`src/rtl/wb_mux_to.sv`:
```
// Single-master, N-slave Wishbone classic decoder/mux with registered decode, unmapped-address
// error and per-access response watchdog. Optional error capture under WB_MUX_ERR_CAPTURE_EN.
module wb_mux_to #(
  parameter int                         NUM_SLAVES = 3,
  parameter int                         AW         = 32,
  parameter int                         DW         = 32,
  parameter logic [NUM_SLAVES*AW-1:0]   MATCH_ADDR = '0,
  parameter logic [NUM_SLAVES*AW-1:0]   MATCH_MASK = '0,
  parameter int                         TIMEOUT    = 255
) (
  input  logic                         wb_clk_i,
  input  logic                         wb_rst_i,
  input  logic [AW-1:0]                wbm_adr_i,
  input  logic [DW-1:0]                wbm_dat_i,
  input  logic [DW/8-1:0]              wbm_sel_i,
  input  logic                         wbm_we_i,
  input  logic                         wbm_cyc_i,
  input  logic                         wbm_stb_i,
  input  logic [2:0]                   wbm_cti_i,
  input  logic [1:0]                   wbm_bte_i,
  output logic [DW-1:0]                wbm_dat_o,
  output logic                         wbm_ack_o,
  output logic                         wbm_err_o,
  output logic                         wbm_rty_o,
  output logic [NUM_SLAVES*AW-1:0]     wbs_adr_o,
  output logic [NUM_SLAVES*DW-1:0]     wbs_dat_o,
  output logic [NUM_SLAVES*DW/8-1:0]   wbs_sel_o,
  output logic [NUM_SLAVES*3-1:0]      wbs_cti_o,
  output logic [NUM_SLAVES*2-1:0]      wbs_bte_o,
  output logic [NUM_SLAVES-1:0]        wbs_we_o,
  output logic [NUM_SLAVES-1:0]        wbs_cyc_o,
  output logic [NUM_SLAVES-1:0]        wbs_stb_o,
  input  logic [NUM_SLAVES*DW-1:0]     wbs_dat_i,
  input  logic [NUM_SLAVES-1:0]        wbs_ack_i,
  input  logic [NUM_SLAVES-1:0]        wbs_err_i,
  input  logic [NUM_SLAVES-1:0]        wbs_rty_i
`ifdef WB_MUX_ERR_CAPTURE_EN
  ,
  output logic [AW-1:0]                err_adr_o,
  output logic [1:0]                   err_code_o
`endif
);

  typedef enum logic [1:0] {IDLE, ACTIVE, DECERR, TOERR} state_t;

  localparam logic [15:0] TO_LAST = 16'(TIMEOUT - 1);

  state_t                  state_q, state_d;
  logic [NUM_SLAVES-1:0]   sel_q, sel_d;
  logic [15:0]             cnt_q, cnt_d;
  logic [NUM_SLAVES-1:0]   hit_vec;
  logic                    hit;
  logic [DW-1:0]           s_dat;
  logic                    s_ack, s_err, s_rty;

  assign wbs_adr_o = {NUM_SLAVES{wbm_adr_i}};
  assign wbs_dat_o = {NUM_SLAVES{wbm_dat_i}};
  assign wbs_sel_o = {NUM_SLAVES{wbm_sel_i}};
  assign wbs_cti_o = {NUM_SLAVES{wbm_cti_i}};
  assign wbs_bte_o = {NUM_SLAVES{wbm_bte_i}};
  assign wbs_we_o  = {NUM_SLAVES{wbm_we_i}} & sel_q;

  // Scan from the top so the lowest matching index is the last one written and wins.
  always_comb begin
    hit_vec = '0;
    hit     = 1'b0;
    for (int i = NUM_SLAVES - 1; i >= 0; i--) begin
      if ((wbm_adr_i & MATCH_MASK[i*AW +: AW]) == MATCH_ADDR[i*AW +: AW]) begin
        hit_vec    = '0;
        hit_vec[i] = 1'b1;
        hit        = 1'b1;
      end
    end
  end

  always_comb begin
    s_dat = '0;
    s_ack = 1'b0;
    s_err = 1'b0;
    s_rty = 1'b0;
    for (int i = 0; i < NUM_SLAVES; i++) begin
      if (sel_q[i]) begin
        s_dat = s_dat | wbs_dat_i[i*DW +: DW];
        s_ack = s_ack | wbs_ack_i[i];
        s_err = s_err | wbs_err_i[i];
        s_rty = s_rty | wbs_rty_i[i];
      end
    end
  end

  always_comb begin
    state_d   = state_q;
    sel_d     = sel_q;
    cnt_d     = cnt_q;
    wbm_dat_o = '0;
    wbm_ack_o = 1'b0;
    wbm_err_o = 1'b0;
    wbm_rty_o = 1'b0;
    wbs_cyc_o = '0;
    wbs_stb_o = '0;
    case (state_q)
      IDLE: begin
        if (wbm_cyc_i && wbm_stb_i) begin
          if (hit) begin
            sel_d   = hit_vec;
            cnt_d   = '0;
            state_d = ACTIVE;
          end else begin
            state_d = DECERR;
          end
        end
      end
      ACTIVE: begin
        wbs_cyc_o = sel_q & {NUM_SLAVES{wbm_cyc_i}};
        wbs_stb_o = sel_q & {NUM_SLAVES{wbm_stb_i}};
        wbm_dat_o = s_dat;
        wbm_ack_o = s_ack;
        wbm_err_o = s_err;
        wbm_rty_o = s_rty;
        // A response on the last counted cycle beats the watchdog.
        if (s_ack || s_err || s_rty || !wbm_cyc_i) begin
          sel_d   = '0;
          state_d = IDLE;
        end else if (cnt_q == TO_LAST) begin
          sel_d   = '0;
          state_d = TOERR;
        end else begin
          cnt_d = cnt_q + 16'd1;
        end
      end
      DECERR, TOERR: begin
        wbm_err_o = 1'b1;
        state_d   = IDLE;
      end
      default: state_d = IDLE;
    endcase
  end

  always_ff @(posedge wb_clk_i) begin
    if (!wb_rst_i) begin
      state_q <= IDLE;
      sel_q   <= '0;
      cnt_q   <= '0;
    end else begin
      state_q <= state_d;
      sel_q   <= sel_d;
      cnt_q   <= cnt_d;
    end
  end

`ifdef WB_MUX_ERR_CAPTURE_EN
  logic [AW-1:0] err_adr_q;
  logic [1:0]    err_code_q;

  always_ff @(posedge wb_clk_i) begin
    if (!wb_rst_i) begin
      err_adr_q  <= '0;
      err_code_q <= '0;
    end else if (state_d == DECERR) begin
      err_adr_q  <= wbm_adr_i;
      err_code_q <= 2'b01;
    end else if (state_d == TOERR) begin
      err_adr_q  <= wbm_adr_i;
      err_code_q <= 2'b10;
    end
  end

  assign err_adr_o  = err_adr_q;
  assign err_code_o = err_code_q;
`endif

endmodule

```
`config.mk`:
```
export PLATFORM = sky130hd
export DESIGN_NAME = wb_mux_to
export DESIGN_NICKNAME = d
export VERILOG_FILES = /design/src/rtl/wb_mux_to.sv
export SDC_FILE = /design/constraint.sdc
export NUM_CORES = 1
export LEC_CHECK = 0
export ABC_AREA = 1
export CORE_AREA = 2 2 174 176
export DETAILED_ROUTE_END_ITERATION = 10
export DIE_AREA = 0 0 176 178
export GPL_ROUTABILITY_DRIVEN = 0
export PLACE_DENSITY_LB_ADDON = 0.08
export SYNTH_ARGS = -nofsm -noshare
export SYNTH_HDL_FRONTEND = slang
export SYNTH_SLANG_ARGS = --single-unit
```
`constraint.sdc`:
```
create_clock -name wb_clk_i -period 3.05 [get_ports wb_clk_i]
set_input_delay 0.7625 -clock wb_clk_i [delete_from_list [all_inputs] [get_ports wb_clk_i]]
set_output_delay 0.7625 -clock wb_clk_i [all_outputs]
set_load 0.05 [all_outputs]
```
==> Implementation_results.wiki <==
{| class="wikitable"
! Metric !! Value
|-
| Clock latency reported for the late side of the worst-skew pair || around 0.26 ns
|-
| Drt pass-1 iters || 4
|-
| Fin util || between 10% and 20%
|-
| Number of buffers inserted by post-CTS setup repair || 0
|-
| Final setup skew || roughly 0.002 ns
|-
| Routed vias || roughly 2200
|-
| Worst Path Required || between 2 and 2.5 ns
|-
| Maximum fanout along the worst path || 3
|-
| TritonCTS clock tree || built
|-
| Switching pwr || around 0.28 mW
|-
| Async SR Flop Fraction || 0%
|-
| Element type at the critical path start || input pin
|-
| Most used flip-flop cell after synthesis || dfxtp_1
|-
| Number of nets in the finished design || approximately 570
|-
| Count of instances resized after the clock tree is built || 0
|-
| Tot GR Track Use || under 10%
|-
| Combinational Power Share || between 30% and 40%
|-
| Final worst path period need || ~2.5 ns
|-
| Static leakage || 1.216 nW
|-
| Fraction of the yosys area taken by sequential cells || between 10% and 20%
|-
| Fmax || 0.4002 GHz
|-
| Endpoint of the worst hold-timing path || cnt_q[5]
|-
| CP max stage delay || 0.54 ns
|-
| Core area || 29400 um2
|-
| Detailed Place HPWL || between 8000 and 9000 um
|-
| # setup viols final || 0
|-
| Number of design rule violations left after detail routing || 0
|-
| X dimension of the die || between 150 and 200 um
|-
| Number of global-route vias before repair || 2283
|-
| Dominant delay contributor by cell family on the critical path || buffers and inverters
|-
| Die height || 178 um
|-
| Data arrival time of the critical path || between 1.5 and 2 ns
|-
| Logic depth of the worst register-to-register path || 10
|-
| Sink count of the clock tree || 19
|-
| Switching fraction of total power || roughly 34%
|-
| Biggest area contributors in the synthesized netlist || buf_4, dfxtp_1, nand2_1
|-
| Unrepaired setup endpoints after global routing || no
|-
| GR Overflow Total || 0
|-
| Final hold viol count || 0
|-
| Reg-to-reg critical path startpoint || state_q[0]
|-
| Period utilisation layout || 81.93%
|-
| Maximum number of pins on one net before global-route repair || 38
|-
| Most area-hungry cell type in the Yosys netlist || buf_4
|-
| Top cells by count, synth || buf_4, nand2_1, nor2_1, nand3_1, inv_1
|-
| Number of top-level design ports || ~450
|-
| Maximum clock insertion buffer count || 2
|-
| Total Wirelength || ~10000 um
|-
| Root Buffer Master || clkbuf_16
|-
| Ordered cell list for the critical path || clkdlybuf4s50_1, nand2_1, nor2_1, buf_12
|-
| Worst R2R End || cnt_q[10]
|-
| Max IR drop VDD || about 0.19 mV
|-
| Worst hold path type || flop to flop
|-
| Total area of multi-input combinational cells || approximately 1100 um2
|-
| Detail-routed net length per standard cell || around 13 um
|-
| Number of maximum-capacitance violations || 0
|-
| Fraction of layout instances using a drive strength above 1 || approximately 18%
|-
| Mean number of vias per cell || about 2.9
|-
| Effective utilization at floorplan || 11.41%
|-
| P_int || 0.5497 mW
|-
| Count of yosys warnings during synthesis || 0
|-
| # fillers || ~3400
|-
| Antenna violations before repair || 0
|-
| Library cell with the highest instance count after synthesis || buf_4
|-
| Std-Cell Rows || 63
|-
| Post-synthesis register bit count || 19
|-
| Power density cells || between 200 and 250 nW/um2
|-
| Max stage delay cell, worst path || clkdlybuf4s50_1
|-
| Number of nets with antenna violations after routing || 0
|-
| Footprint of the flip-flops and latches || approximately 380 um2
|-
| Reg2Reg Setup Slack || roughly 1.3 ns
|-
| Count of inserted antenna diode cells || 0
|-
| Area growth from synthesis to layout || 0.8950%
|-
| Critical path buffers and inverters || 2
|-
| Area enclosed by the die boundary || roughly 31000 um2
|-
| Hold_sp || cnt_q[5]
|-
| Worst Hold Depth || 2
|-
| Post-synthesis cell type count || 29
|-
| Number of enable-type register cells in the synthesized netlist || 0
|-
| Count of port buffers added during placement || 77
|-
| Clk pwr share || 34.6%
|-
| Number of buffers inserted for hold repair after clock tree synthesis || 0
|-
| Synthesized instance count || ~530
|-
| First-pass GRT wire length || about 14000 um
|-
| Clock slew at reported path FFs || approximately 0.06 ns
|-
| Element type at the critical path end || output port
|-
| Synthesized area per cell || 6.320 um2
|-
| Mapped cell area || about 3400 um2
|-
| Part of the total power dissipated in sequential elements || 32.6%
|-
| Area fraction of the dominant cell type after synthesis || about half
|-
| Final setup TNS || 0 ns
|-
| CP Class || input pin to output port
|-
| Max-slew violations || 0
|-
| Number of H-tree levels || 1
|-
| Violation count after the first detailed-routing iteration || a little under 90
|-
| Clock buffer count from CTS || 3
|-
| Status || finished, final reports clean
|}
-- layout by cell type, fill, tap and decap left out, types with 2 or more instances in the layout --
cell type        instances
a21oi_1                 10
buf_12                  39
buf_4                    6
clkbuf_16                3
clkdlybuf4s50_1         39
conb_1                   6
dfxtp_1                 19
ha_1                     2
inv_1                   28
inv_2                    4
nand2_1                 96
nand2_2                  5
nand2_4                  2
nand3_1                 34
nand4_1                  2
nor2_1                  66
nor2_2                   5
o21ai_0                  5
o21bai_1                 3
-- metal layers --
| layer | wire (um) | global-route usage (%) |
|---|---|---|
| met3 | 958 | 2.025 |
| met4 | 612 | 3.547 |
| met5 | 0 | 0 |
| met1 | 3464 | 5.906 |
| met2 | 5206 | 11.14 |
-- kinds of logic (layout without fill, tap and decap cells) --
group,Yosys count,after routing,synth area share (%)
buffers and inverters,272,121,56.52
AND/OR/NAND/NOR,214,214,27.26
AO/OA/AOI/OAI,21,21,3.505
flip-flops,19,19,11.33
adder cells (fa/ha/maj),2,2,0.7456
XOR/XNOR,2,2,0.5221
other,1,6,0.1117
-- flip-flops by register name, indices dropped and copies added (netlist names) --
signal,cells
sel_q,1
cnt_q,16
state_q,2
-- per-stage QoR --
stage / area, um2 / hold slack [ns] / setup WS [ns] / cells / power [mW]
after CTS: 3386 / 0.5546 / 0.5184 / 775 / 0.8614
final: 3386 / 0.5516 / 0.5512 / 775 / 0.8331
after global placement: 3306 / 0.5305 / 0.5122 / 771 / 0.5611
after detailed placement: 3306 / 0.5457 / 0.5177 / 771 / 0.5557
after floorplan: 3374 / 0.5068 / 0.7159 / 536 / 1.205
after global routing: 3386 / 0.5845 / 0.5036 / 775 / 0.8911
-- area by class of cell --
class | instances | share of cell area [%]
Clock inverter | 1 | 0.1478
Multi-Input combinational cell | 245 | 32.41
Tap cell | 390 | 14.41
Sequential cell | 19 | 11.23
Inverter | 33 | 3.659
Clock buffer | 3 | 2.217
Timing Repair Buffer | 84 | 35.92
-- worst register-to-register path, cell delays in order, from the launching register on --
cell and delay, ns:
dfxtp_1 0.34, inv_2 0.06, nor2_4 0.08, buf_4 0.21
nand3_2 0.09, nor2_2 0.18, nand2_4 0.23, nand2_4 0.29
nand2_1 0.10, inv_1 0.06, nor2_1 0.03
-- power groups by stage --
stage               Sequential [mW]  Combinational [mW]  Clock (mW)
global route                  0.273               0.301       0.318
global placement              0.278               0.283           0
CTS                           0.271               0.280       0.310
finish                        0.271               0.273       0.289
detailed placement            0.277               0.279           0
floorplan                     0.273               0.932           0
-- how the worst max path moves through the flow --
| stage | slack (ns) | to | cells after the start | start |
|---|---|---|---|---|
| finish | 0.55 | wbs_cyc_o[0] | 4 | wbm_cyc_i |
| global route | 0.50 | wbm_dat_o[8] | 4 | wbs_dat_i[8] |
| CTS | 0.52 | wbm_dat_o[26] | 4 | wbs_dat_i[26] |
| detailed placement | 0.52 | wbm_dat_o[26] | 4 | wbs_dat_i[26] |
| global placement | 0.51 | wbm_dat_o[26] | 4 | wbs_dat_i[26] |
| floorplan | 0.72 | wbm_err_o | 2 | wbs_err_i[0] |
Power figures use the tool's default switching activity.
